$ cat src/rtl/axi4_copy_engine_pkg.sv
// axi4_copy_pkg: shared state encoding and AXI sizing helpers for the copy engine.
package axi4_copy_pkg;
    typedef enum logic [2:0] {S_IDLE, S_RADDR, S_RDATA, S_WADDR, S_WDATA, S_WRESP} state_e;
    localparam int AXI_LEN_W = 8;
    function automatic int byte_off_bits(input int data_width);
        return $clog2(data_width / 8);
    endfunction
endpackage

$ cat src/rtl/axi4_copy_engine_if.sv
// axi4_copy_if: command channel plus AXI4 master-side port of the copy engine.
interface axi4_copy_if
    import axi4_copy_pkg::*;
#(
    parameter int G_ADDR_WIDTH = 6,
    parameter int G_DATA_WIDTH = 32,
    parameter int G_MAX_BEATS  = 16
);
    localparam int LW = $clog2(G_MAX_BEATS);
    logic                    cmd_valid, cmd_ready, done;
    logic [G_ADDR_WIDTH-1:0] cmd_src, cmd_dst;
    logic [LW-1:0]           cmd_len;
    logic                    m_arvalid, m_arready;
    logic [G_ADDR_WIDTH-1:0] m_araddr;
    logic [AXI_LEN_W-1:0]    m_arlen;
    logic                    m_rvalid, m_rready, m_rlast;
    logic [G_DATA_WIDTH-1:0] m_rdata;
    logic                    m_awvalid, m_awready;
    logic [G_ADDR_WIDTH-1:0] m_awaddr;
    logic [AXI_LEN_W-1:0]    m_awlen;
    logic                    m_wvalid, m_wready, m_wlast;
    logic [G_DATA_WIDTH-1:0] m_wdata;
    logic                    m_bvalid, m_bready;
    modport master (
        input  cmd_valid, cmd_src, cmd_dst, cmd_len,
        output cmd_ready, done,
        output m_arvalid, m_araddr, m_arlen, input m_arready,
        input  m_rvalid, m_rdata, m_rlast, output m_rready,
        output m_awvalid, m_awaddr, m_awlen, input m_awready,
        output m_wvalid, m_wdata, m_wlast, input m_wready,
        input  m_bvalid, output m_bready
    );
    modport slave (
        output cmd_valid, cmd_src, cmd_dst, cmd_len,
        input  cmd_ready, done,
        input  m_arvalid, m_araddr, m_arlen, output m_arready,
        output m_rvalid, m_rdata, m_rlast, input m_rready,
        input  m_awvalid, m_awaddr, m_awlen, output m_awready,
        input  m_wvalid, m_wdata, m_wlast, output m_wready,
        output m_bvalid, input m_bready
    );
endinterface

$ cat src/rtl/axi4_copy_engine_buffer.sv
// copy_buffer: word buffer between the read and write bursts; one write port, async read.
module copy_buffer #(
    parameter int G_MAX_BEATS  = 16,
    parameter int G_DATA_WIDTH = 32,
    localparam int LW = $clog2(G_MAX_BEATS)
) (
    input  logic                    clock,
    input  logic                    we,
    input  logic [LW-1:0]           waddr,
    input  logic [G_DATA_WIDTH-1:0] wdata,
    input  logic [LW-1:0]           raddr,
    output logic [G_DATA_WIDTH-1:0] rdata
);
    logic [G_DATA_WIDTH-1:0] mem_q [G_MAX_BEATS];
    logic [G_DATA_WIDTH-1:0] mem_d [G_MAX_BEATS];
    always_comb begin
        mem_d = mem_q;
        if (we) mem_d[waddr] = wdata;
    end
    always_ff @(posedge clock) mem_q <= mem_d;
    assign rdata = mem_q[raddr];
endmodule

$ cat src/rtl/axi4_copy_engine.sv
// axi4_copy_engine: one read burst into a local buffer, then one write burst out of it,
// strictly serialized to match a one-transaction-at-a-time AXI4 slave.
module axi4_copy_engine
    import axi4_copy_pkg::*;
#(
    parameter int G_ADDR_WIDTH = 6,
    parameter int G_DATA_WIDTH = 32,
    parameter int G_MAX_BEATS  = 16
) (
    input logic        clock,
    input logic        reset,
    axi4_copy_if.master bus
);
    localparam int LW = $clog2(G_MAX_BEATS);
    localparam int OB = byte_off_bits(G_DATA_WIDTH);
    localparam logic [G_ADDR_WIDTH-1:0] ALIGN = {G_ADDR_WIDTH{1'b1}} << OB;
    state_e                  state_q, state_d;
    logic [LW-1:0]           cnt_q, cnt_d, len_q, len_d;
    logic [G_ADDR_WIDTH-1:0] src_q, src_d, dst_q, dst_d;
    logic [G_DATA_WIDTH-1:0] buf_rdata;
    logic                    last_beat, buf_we, unused_rlast;
    assign last_beat    = cnt_q == len_q;
    assign buf_we       = state_q == S_RDATA && bus.m_rvalid;
    assign unused_rlast = bus.m_rlast;
    always_ff @(posedge clock) begin
        if (reset) begin
            state_q <= S_IDLE;
            cnt_q   <= '0;
            len_q   <= '0;
            src_q   <= '0;
            dst_q   <= '0;
        end else begin
            state_q <= state_d;
            cnt_q   <= cnt_d;
            len_q   <= len_d;
            src_q   <= src_d;
            dst_q   <= dst_d;
        end
    end
    always_comb begin
        state_d = state_q;
        cnt_d   = cnt_q;
        len_d   = len_q;
        src_d   = src_q;
        dst_d   = dst_q;
        case (state_q)
            S_IDLE: if (bus.cmd_valid) begin
                src_d   = bus.cmd_src & ALIGN;
                dst_d   = bus.cmd_dst & ALIGN;
                len_d   = bus.cmd_len;
                cnt_d   = '0;
                state_d = S_RADDR;
            end
            S_RADDR: state_d = bus.m_arready ? S_RDATA : S_RADDR;
            S_RDATA: if (bus.m_rvalid) begin
                cnt_d   = last_beat ? '0 : cnt_q + 1'b1;
                state_d = last_beat ? S_WADDR : S_RDATA;
            end
            S_WADDR: state_d = bus.m_awready ? S_WDATA : S_WADDR;
            S_WDATA: if (bus.m_wready) begin
                cnt_d   = last_beat ? '0 : cnt_q + 1'b1;
                state_d = last_beat ? S_WRESP : S_WDATA;
            end
            S_WRESP: state_d = bus.m_bvalid ? S_IDLE : S_WRESP;
            default: state_d = S_IDLE;
        endcase
    end
    // Handshake outputs depend on state only; done is the combinational B acceptance.
    assign bus.cmd_ready = state_q == S_IDLE;
    assign bus.m_arvalid = state_q == S_RADDR;
    assign bus.m_rready  = state_q == S_RDATA;
    assign bus.m_awvalid = state_q == S_WADDR;
    assign bus.m_wvalid  = state_q == S_WDATA;
    assign bus.m_bready  = state_q == S_WRESP;
    assign bus.m_wlast   = state_q == S_WDATA && last_beat;
    assign bus.done      = state_q == S_WRESP && bus.m_bvalid;
    assign bus.m_araddr  = src_q;
    assign bus.m_awaddr  = dst_q;
    assign bus.m_arlen   = AXI_LEN_W'(len_q);
    assign bus.m_awlen   = AXI_LEN_W'(len_q);
    assign bus.m_wdata   = buf_rdata;
    copy_buffer #(.G_MAX_BEATS(G_MAX_BEATS), .G_DATA_WIDTH(G_DATA_WIDTH)) u_buf (
        .clock(clock),
        .we   (buf_we),
        .waddr(cnt_q),
        .wdata(bus.m_rdata),
        .raddr(cnt_q),
        .rdata(buf_rdata)
    );
endmodule

$ cat src/flat_wrapper.sv
// flat-port wrapper written by rule: the top's interface ports become plain ports
module axi4_copy_engine_flat import axi4_copy_pkg::*;
#(
    parameter int G_ADDR_WIDTH = 6,
    parameter int G_DATA_WIDTH = 32,
    parameter int G_MAX_BEATS  = 16
)
  (clock, reset, bus_cmd_valid, bus_cmd_src, bus_cmd_dst, bus_cmd_len, bus_cmd_ready, bus_done, bus_m_arvalid, bus_m_araddr, bus_m_arlen, bus_m_arready, bus_m_rvalid, bus_m_rdata, bus_m_rlast, bus_m_rready, bus_m_awvalid, bus_m_awaddr, bus_m_awlen, bus_m_awready, bus_m_wvalid, bus_m_wdata, bus_m_wlast, bus_m_wready, bus_m_bvalid, bus_m_bready);
  axi4_copy_if #(.G_ADDR_WIDTH(G_ADDR_WIDTH), .G_DATA_WIDTH(G_DATA_WIDTH), .G_MAX_BEATS(G_MAX_BEATS)) bus_i ();
  input logic clock;
  input logic reset;
  input wire logic [$bits(bus_i.cmd_valid)-1:0] bus_cmd_valid;
  input wire logic [$bits(bus_i.cmd_src)-1:0] bus_cmd_src;
  input wire logic [$bits(bus_i.cmd_dst)-1:0] bus_cmd_dst;
  input wire logic [$bits(bus_i.cmd_len)-1:0] bus_cmd_len;
  output wire logic [$bits(bus_i.cmd_ready)-1:0] bus_cmd_ready;
  output wire logic [$bits(bus_i.done)-1:0] bus_done;
  output wire logic [$bits(bus_i.m_arvalid)-1:0] bus_m_arvalid;
  output wire logic [$bits(bus_i.m_araddr)-1:0] bus_m_araddr;
  output wire logic [$bits(bus_i.m_arlen)-1:0] bus_m_arlen;
  input wire logic [$bits(bus_i.m_arready)-1:0] bus_m_arready;
  input wire logic [$bits(bus_i.m_rvalid)-1:0] bus_m_rvalid;
  input wire logic [$bits(bus_i.m_rdata)-1:0] bus_m_rdata;
  input wire logic [$bits(bus_i.m_rlast)-1:0] bus_m_rlast;
  output wire logic [$bits(bus_i.m_rready)-1:0] bus_m_rready;
  output wire logic [$bits(bus_i.m_awvalid)-1:0] bus_m_awvalid;
  output wire logic [$bits(bus_i.m_awaddr)-1:0] bus_m_awaddr;
  output wire logic [$bits(bus_i.m_awlen)-1:0] bus_m_awlen;
  input wire logic [$bits(bus_i.m_awready)-1:0] bus_m_awready;
  output wire logic [$bits(bus_i.m_wvalid)-1:0] bus_m_wvalid;
  output wire logic [$bits(bus_i.m_wdata)-1:0] bus_m_wdata;
  output wire logic [$bits(bus_i.m_wlast)-1:0] bus_m_wlast;
  input wire logic [$bits(bus_i.m_wready)-1:0] bus_m_wready;
  input wire logic [$bits(bus_i.m_bvalid)-1:0] bus_m_bvalid;
  output wire logic [$bits(bus_i.m_bready)-1:0] bus_m_bready;
  assign bus_i.cmd_valid = bus_cmd_valid;
  assign bus_i.cmd_src = bus_cmd_src;
  assign bus_i.cmd_dst = bus_cmd_dst;
  assign bus_i.cmd_len = bus_cmd_len;
  assign bus_cmd_ready = bus_i.cmd_ready;
  assign bus_done = bus_i.done;
  assign bus_m_arvalid = bus_i.m_arvalid;
  assign bus_m_araddr = bus_i.m_araddr;
  assign bus_m_arlen = bus_i.m_arlen;
  assign bus_i.m_arready = bus_m_arready;
  assign bus_i.m_rvalid = bus_m_rvalid;
  assign bus_i.m_rdata = bus_m_rdata;
  assign bus_i.m_rlast = bus_m_rlast;
  assign bus_m_rready = bus_i.m_rready;
  assign bus_m_awvalid = bus_i.m_awvalid;
  assign bus_m_awaddr = bus_i.m_awaddr;
  assign bus_m_awlen = bus_i.m_awlen;
  assign bus_i.m_awready = bus_m_awready;
  assign bus_m_wvalid = bus_i.m_wvalid;
  assign bus_m_wdata = bus_i.m_wdata;
  assign bus_m_wlast = bus_i.m_wlast;
  assign bus_i.m_wready = bus_m_wready;
  assign bus_i.m_bvalid = bus_m_bvalid;
  assign bus_m_bready = bus_i.m_bready;
  axi4_copy_engine #(.G_ADDR_WIDTH(G_ADDR_WIDTH), .G_DATA_WIDTH(G_DATA_WIDTH), .G_MAX_BEATS(G_MAX_BEATS)) u_core (.clock(clock), .reset(reset), .bus(bus_i));
endmodule
$ cat config.mk
export PLATFORM = sky130hd
export DESIGN_NAME = axi4_copy_engine_flat
export DESIGN_NICKNAME = d
export VERILOG_FILES = /design/src/rtl/axi4_copy_engine_pkg.sv /design/src/rtl/axi4_copy_engine_if.sv /design/src/rtl/axi4_copy_engine_buffer.sv /design/src/rtl/axi4_copy_engine.sv /design/src/flat_wrapper.sv
export SDC_FILE = /design/constraint.sdc
export NUM_CORES = 1
export LEC_CHECK = 0
export CORE_MARGIN = 2
export CORE_UTILIZATION = 24
export DETAILED_ROUTE_END_ITERATION = 8
export SETUP_SLACK_MARGIN = 0.1
export SLEW_MARGIN = 30
export SYNTH_ARGS = -nofsm -noshare
export SYNTH_HDL_FRONTEND = slang
export SYNTH_SLANG_ARGS = --single-unit
$ cat constraint.sdc
create_clock -name clock -period 5.3 [get_ports clock]
set_input_delay 1.06 -clock clock [delete_from_list [all_inputs] [get_ports clock]]
set_output_delay 1.06 -clock clock [all_outputs]
set_load 0.01 [all_outputs]
## Word-level counts from Yosys, hierarchy flattened

Cells that the tools add are included.

| word-level totals | value |
|---|---|
| register bits | 531 |
| latch bits | 0 |
| bits in writable memories | 0 |
| bits in read-only memories | 0 |
| input bits | 57 |
| memories | 0 |

| cells by class | value |
|---|---|
| add/sub/neg operators | 1 |
| multiply operators | 0 |
| divide/modulo/power cells | 0 |
| magnitude comparators | 2 |
| equal/unequal tests | 9 |
| shifts and indexed selects | 0 |
| multiplexer cells | 20 |
| bitwise operators | 1 |
| reduce and logical (&&, ||, !) cells | 9 |

Operator list:

| cell | number |
|---|---|
| 512-bit bitwise mux | 1 |
| 32-bit binary-select mux with 4-bit select | 1 |
| 32-bit demux with 4-bit select | 1 |
| 32-bit two-way mux | 3 |
| 3-bit one-hot mux with 6 select lines | 1 |
| 4-bit two-way mux | 4 |
| 3-bit two-way mux | 5 |
| 4-bit one-hot mux with 3 select lines | 1 |
| 3-bit by 2-bit == test with 1-bit output (second input constant) | 2 |
| 3-bit == test (second input constant) | 2 |
| 5-bit greater-or-equal comparator (second input constant) | 1 |
| 5-bit by 1-bit < comparator with 1-bit output (second input constant) | 1 |
| 4-bit inverter with 5-bit output | 1 |
| 4-bit by 1-bit adder with 4-bit output (second input constant) | 1 |
| 4-bit == test | 1 |
| 1-bit logical AND | 4 |
| 2-bit != test (second input constant) | 2 |
| 4-bit AND reduction | 1 |
| 3-bit by 1-bit == test with 1-bit output (second input constant) | 1 |
| 3-bit logical NOT | 1 |
| 3-bit AND reduction | 1 |
| 3-bit nonzero test | 1 |
| 1-bit two-way mux | 2 |
| 2-bit two-way mux | 1 |
| other kinds (2) | 2 |

## Longest topological paths before layout

| logic depth | value |
|---|---|
| depth after elaboration | 6 |
| depth in mapped cells | 7 |

## Cells and area by module

Synthesis repeated with hierarchy kept, for this count alone.

| unflattened totals | value |
|---|---|
| cells, all modules | 954 |
| area total of the unflattened synthesis | 20315.7 µm² |

By module, submodules not included:

| module | times used | cells each | area an instance (µm²) | seq. area each (µm²) |
|---|---|---|---|---|
| copy_buffer | 1 | 811 | 19218.4 | 15374.7 |
| axi4_copy_engine | 1 | 143 | 1097.3 | 380.4 |

## Least setup slack after synthesis

No wires, ideal clock.

| timing | value |
|---|---|
| path type | input to register |
| from | input port bus_m_rvalid |
| to | register u_core.u_buf.mem_q[384] (netlist name), enable pin |
| setup time | 0.461 ns |
| arrival | 3.531 ns |
| required time | 4.839 ns |
| setup slack | 1.308 ns |
| cell stages on the path | 3 |
| cell sequence | and2_1 -> nand2_1 -> nor3_1 |

| between the ends | value |
|---|---|
| longest elaborated chain between the ends | 1 |

RTL lines:

| element | line | RTL |
|---|---|---|
| start: declaration | flat_wrapper.sv:22 | `input wire logic [$bits(bus_i.m_rvalid)-1:0] bus_m_rvalid;` |
| 1-bit logical AND | axi4_copy_engine.sv:23 | `assign buf_we = state_q == S_RDATA && bus.m_rvalid;` |
| end signal: assignment | axi4_copy_engine_buffer.sv:20 | `always_ff @(posedge clock) mem_q <= mem_d;` |
| end: declaration | axi4_copy_engine_buffer.sv:14 | `logic [G_DATA_WIDTH-1:0] mem_q [G_MAX_BEATS];` |

No other way between the ends.
A chain may end at the register's enable or synchronous reset.

## Worst setup path after layout

| timing | value |
|---|---|
| from | register u_core.cnt_q[3] |
| to | output port bus_m_wdata[18] |

| between the ends | value |
|---|---|
| longest elaborated chain between the ends | 4 |

RTL lines:

| element | line | RTL |
|---|---|---|
| start: declaration | axi4_copy_engine.sv:18 | `logic [LW-1:0] cnt_q, cnt_d, len_q, len_d;` |
| start signal: assignment | axi4_copy_engine.sv:34 | `cnt_q <= cnt_d;` |
| 4-bit inverter with 5-bit output (implied by the code) | axi4_copy_engine_buffer.sv:21 | `assign rdata = mem_q[raddr];` |
| 32-bit binary-select mux with 4-bit select | axi4_copy_engine_buffer.sv:21 |  |
| 32-bit two-way mux (implied by the code) (2 in a row) | axi4_copy_engine_buffer.sv:21 |  |
| end: declaration | flat_wrapper.sv:31 | `output wire logic [$bits(bus_i.m_wdata)-1:0] bus_m_wdata;` |

No other way between the ends. The select of a mux whose other input is x is not followed.

==> impl_table.tex <==
\begin{tabular}{lr}
\hline
Metric & Value \\
\hline
\multicolumn{2}{l}{\textbf{Detailed routing}} \\
\quad DR vias/cell & 4.26 \\
\quad Via total after detailed routing & 9660 \\
\quad Residual DRC count & 0 \\
\quad Final wirelength & 45300 um \\
\quad Initial detailed-routing violation count & 689 \\
\quad Antenna-violating nets left & 0 \\
\quad Routed WL per cell & 20.0 um \\
\quad Detailed-router iteration count before antenna repair & 4 \\
\multicolumn{2}{l}{\textbf{STA}} \\
\quad Unrepaired setup endpoints after global routing & false \\
\quad Max Transition Viols Final & 0 \\
\quad Min cycle time layout & 4.55 ns \\
\quad Post-route setup TNS & 0 ns \\
\quad Final hold violations & 0 \\
\quad Final setup violation count & 0 \\
\quad Final Cycle Share & 0.859 \\
\quad Final critical-path setup slack & 0.745 ns \\
\quad Maximum clock rate & 220 MHz \\
\quad Clk\_skew & 0.0558 ns \\
\quad Worst Tran Pin Value & 0.991 ns \\
\quad Relative slew slack & 0.340 \\
\multicolumn{2}{l}{\textbf{Yosys}} \\
\quad Post-synthesis average cell area & 21.3 sq um \\
\quad Adder and majority gate portion of the synthesized area & 0.00246 \\
\quad Area of the mapped netlist & 20300 sq um \\
\quad Count of synthesis-stage warnings from yosys & 0 \\
\quad Leading register cell type out of synthesis & sky130\_fd\_sc\_hd\_\_edfxtp\_1 \\
\quad FFs w/ async S/R, synth & 0 \\
\quad Sequential element share of the synthesized area & 0.775 \\
\quad Synthesized instance count & 957 \\
\quad Count of flip-flops with a built-in enable after synthesis & 512 \\
\quad Xor and xnor fraction of the mapped netlist area & 0.00215 \\
\quad Combinational family with the most area after synthesis & multiplexers \\
\quad Compound-Gate Fraction of Synth Area & 0.0322 \\
\quad Post-synthesis sequential element count & 531 \\
\quad Synthesized-area fraction occupied by and/or/nand/nor cells & 0.0255 \\
\quad Cell variety after synth & 37 \\
\quad Fraction of synthesized area in multiplexers & 0.142 \\
\multicolumn{2}{l}{\textbf{Floorplan}} \\
\quad Core ar. & 83800 sq um \\
\quad Area of the die & 87100 sq um \\
\quad Initial standard-cell utilization of the core & 0.243 \\
\quad I/O pins & 125 \\
\quad Row Count & 106 \\
\quad Die W & 295 um \\
\quad Vert. Die Dim & 295 um \\
\multicolumn{2}{l}{\textbf{Clock tree}} \\
\quad Post-cts resize count & 0 \\
\quad Clk sinks & 531 \\
\quad Cell at the root of the clock tree & sky130\_fd\_sc\_hd\_\_clkbuf\_16 \\
\quad Worst-Skew Late Latency & 0.62 ns \\
\quad Post-CTS setup buffer count & 0 \\
\quad TritonCTS clock tree & yes \\
\quad Hold buffers post-CTS & 0 \\
\quad CTS Buf Count & 51 \\
\quad Maximum number of buffers from clock root to sink & 3 \\
\quad H-tree level count & 2 \\
\quad Clock transition time at the flip-flop clock pins of the worst setup and hold paths & 0.06 ns \\
\multicolumn{2}{l}{\textbf{Global route}} \\
\quad GRT Resource Usage Total & 0.103 \\
\quad Met3 Usage GRT & 0.0218 \\
\quad Via count of the first global-routing pass & 10049 \\
\quad Routing usage on met1 & 0.131 \\
\quad Maximum number of pins on one net before global-route repair & 69 \\
\quad Global route total overflow & 0 \\
\quad Met2 GRT Util & 0.181 \\
\quad Antenna violations before repair & 3 \\
\quad Global-route wire length before repair & 66500 um \\
\quad Peak-usage layer in the global routing report & met2 \\
\multicolumn{2}{l}{\textbf{Outcome}} \\
\quad Outcome & finished, final reports clean \\
\multicolumn{2}{l}{\textbf{Final layout}} \\
\quad Total Nets Final & 1150 \\
\quad P\&R area growth vs syn & 21.0\% \\
\quad Fin area & 24600 sq um \\
\quad Share of cells above drive strength 1 & 0.225 \\
\quad Commonest non-fill, non-tap cells in the layout & sky130\_fd\_sc\_hd\_\_edfxtp\_1 (512), sky130\_fd\_sc\_hd\_\_mux4\_2 (128), sky130\_fd\_sc\_hd\_\_clkdlybuf4s50\_1 (107) \\
\quad Antenna Diode Count & 0 \\
\quad Post-route insts no fill & 2265 \\
\quad Leading cell type in the layout, fill and taps excluded & sky130\_fd\_sc\_hd\_\_edfxtp\_1 \\
\multicolumn{2}{l}{\textbf{Worst hold path}} \\
\quad Worst hold path startpoint & u\_core.bus.m\_araddr[5] \\
\quad Capture endpoint of the worst hold path & u\_core.bus.m\_araddr[5] \\
\quad Kind of path behind the tightest hold check & reg -> reg \\
\quad WHS Path Cells & 2 \\
\multicolumn{2}{l}{\textbf{Worst setup path}} \\
\quad Worst flop-to-flop path startpoint & u\_core.state\_q[1] \\
\quad Startpoint type of the worst setup path & flip-flop \\
\quad Worst Path Required & 4.24 ns \\
\quad Data arrival, critical path & 3.49 ns \\
\quad Maximum fanout encountered on the critical timing path & 19 \\
\quad Sequence of cells on the critical path & nor2b\_4, buf\_4, a22oi\_1, nand2\_1, clkdlybuf4s50\_1 \\
\quad Register-to-Register Setup Slack & 2.36 ns \\
\quad Element type at the critical path end & output pin \\
\quad Crit Path Category & reg -> out \\
\quad Delay of the slowest critical-path stage & 0.80 ns \\
\quad Cell with the largest stage delay on the worst path & sky130\_fd\_sc\_hd\_\_dfxtp\_1 \\
\quad Critical R2R Capture & u\_core.u\_buf.mem\_q[93] \\
\quad R2r worst-path depth & 5 \\
\multicolumn{2}{l}{\textbf{Placed design}} \\
\quad Weighted congestion at the end of routability-driven global placement & 0.708 \\
\quad Count of buffers inserted at the top-level ports & 107 \\
\quad Post-place instance area & 22900 sq um \\
\quad DP Worst Slack & 1.32 ns \\
\quad Post-placement cell count & 2170 \\
\quad DP HPWL & 26400 um \\
\multicolumn{2}{l}{\textbf{Job}} \\
\quad Number of maximum-capacitance violations & 0 \\
\multicolumn{2}{l}{\textbf{Power and ir drop}} \\
\quad PwrDens & 349 nW/um\^{}2 \\
\quad Static leakage power & 7.36 nW \\
\quad Max IR drop VDD & 0.000252 V \\
\hline
\end{tabular}
[logic make-up (layout without fill, tap and decap cells)]
family | after synthesis | count (layout)
other | 1 | 12
DFF | 531 | 531
xor gates and xnor gates | 5 | 5
AOI/OAI and AO/OA | 95 | 95
muxes | 129 | 129
and+or+nand+nor | 116 | 116
buffers and inverters | 76 | 239
adders and majority gates | 4 | 4
[synth_stat cells (3+ instances only)]
master	n	area, sq um
sky130_fd_sc_hd__xnor2_1	5	43.8
sky130_fd_sc_hd__nand2_1	63	236
sky130_fd_sc_hd__o21ai_0	4	20.0
sky130_fd_sc_hd__nand4_1	3	18.8
sky130_fd_sc_hd__inv_1	4	15.0
sky130_fd_sc_hd__nand2b_1	6	37.5
sky130_fd_sc_hd__buf_2	15	75.1
sky130_fd_sc_hd__ha_1	4	50.1
sky130_fd_sc_hd__nor2_1	17	63.8
sky130_fd_sc_hd__edfxtp_1	512	15400
sky130_fd_sc_hd__and2_1	4	25.0
sky130_fd_sc_hd__dfxtp_1	19	380
sky130_fd_sc_hd__nor3_1	9	45.0
sky130_fd_sc_hd__a22oi_1	64	480
sky130_fd_sc_hd__mux4_2	128	2880
sky130_fd_sc_hd__nor2b_1	4	25.0
sky130_fd_sc_hd__buf_6	7	78.8
sky130_fd_sc_hd__clkbuf_1	32	120
sky130_fd_sc_hd__buf_4	17	128
sky130_fd_sc_hd__a21oi_1	19	95.1
[cell type report]
cell class / count / area, sq um
tap: 1134 / 1420
sequential: 531 / 15800
multi-input combinational: 361 / 4340
fill: 8177 / 59200
timing repair buffer: 140 / 1370
inverter: 4 / 15.0
clock inverter: 30 / 375
clock buffer: 65 / 1330
[worst max-delay path by stage]
stage                              endpoint  cells after the start       startpoint
detailed placement          bus_m_wdata[18]                      5  u_core.cnt_q[3]
finish                      bus_m_wdata[18]                      5  u_core.cnt_q[3]
global placement            bus_m_wdata[19]                      5  u_core.cnt_q[0]
global route                bus_m_wdata[18]                      5  u_core.cnt_q[3]
floorplan           u_core.u_buf.mem_q[384]                      3     bus_m_rvalid
CTS                         bus_m_wdata[15]                      5  u_core.cnt_q[3]
[routing by layer]
| layer | vias to the layer above | share of wire | wire, um |
|---|---|---|---|
| met1 | 5155 | 0.42 | 19000 |
| met3 | 65 | 0.050 | 2250 |
| met4 | 4 | 0.016 | 733 |
| met2 | 222 | 0.51 | 23300 |
| li1 | 4214 | - | - |
| met5 | - | 0.00049 | 22 |
[power by group]
part           switching [W]  internal [W]
clock network        0.00155       0.00213
logic               0.000142      0.000124
registers          0.0000188       0.00461
total                0.00172       0.00687
[worst max-delay path, delay by kind of cell (launching register included)]
family | cells | cell delay (ns)
compound gates | 1 | 0.12
flops | 1 | 0.80
simple gates | 2 | 0.98
buf+inv | 2 | 0.99
[through the flow]
| step | power [W] | util | hold slack [ns] |
|---|---|---|---|
| 2_1_floorplan | 0.00484 | - | 0.481 |
| 3_3_place_gp | 0.00498 | 0.273 | 0.451 |
| 3_5_place_dp | 0.00499 | 0.273 | 0.447 |
| 4_1_cts | 0.00868 | 0.294 | 0.455 |
| 5_1_grt | 0.00886 | 0.294 | 0.478 |
| 6_report | 0.00859 | 0.294 | 0.459 |
[flip-flops by register name, indices dropped and copies added (netlist names)]
signal	count
u_core.cnt_q	4
u_core.len_q	4
u_core.bus.m_araddr	4
u_core.bus.m_awaddr	4
u_core.u_buf.mem_q	512
u_core.state_q	3
Power figures use the tool's default switching activity.
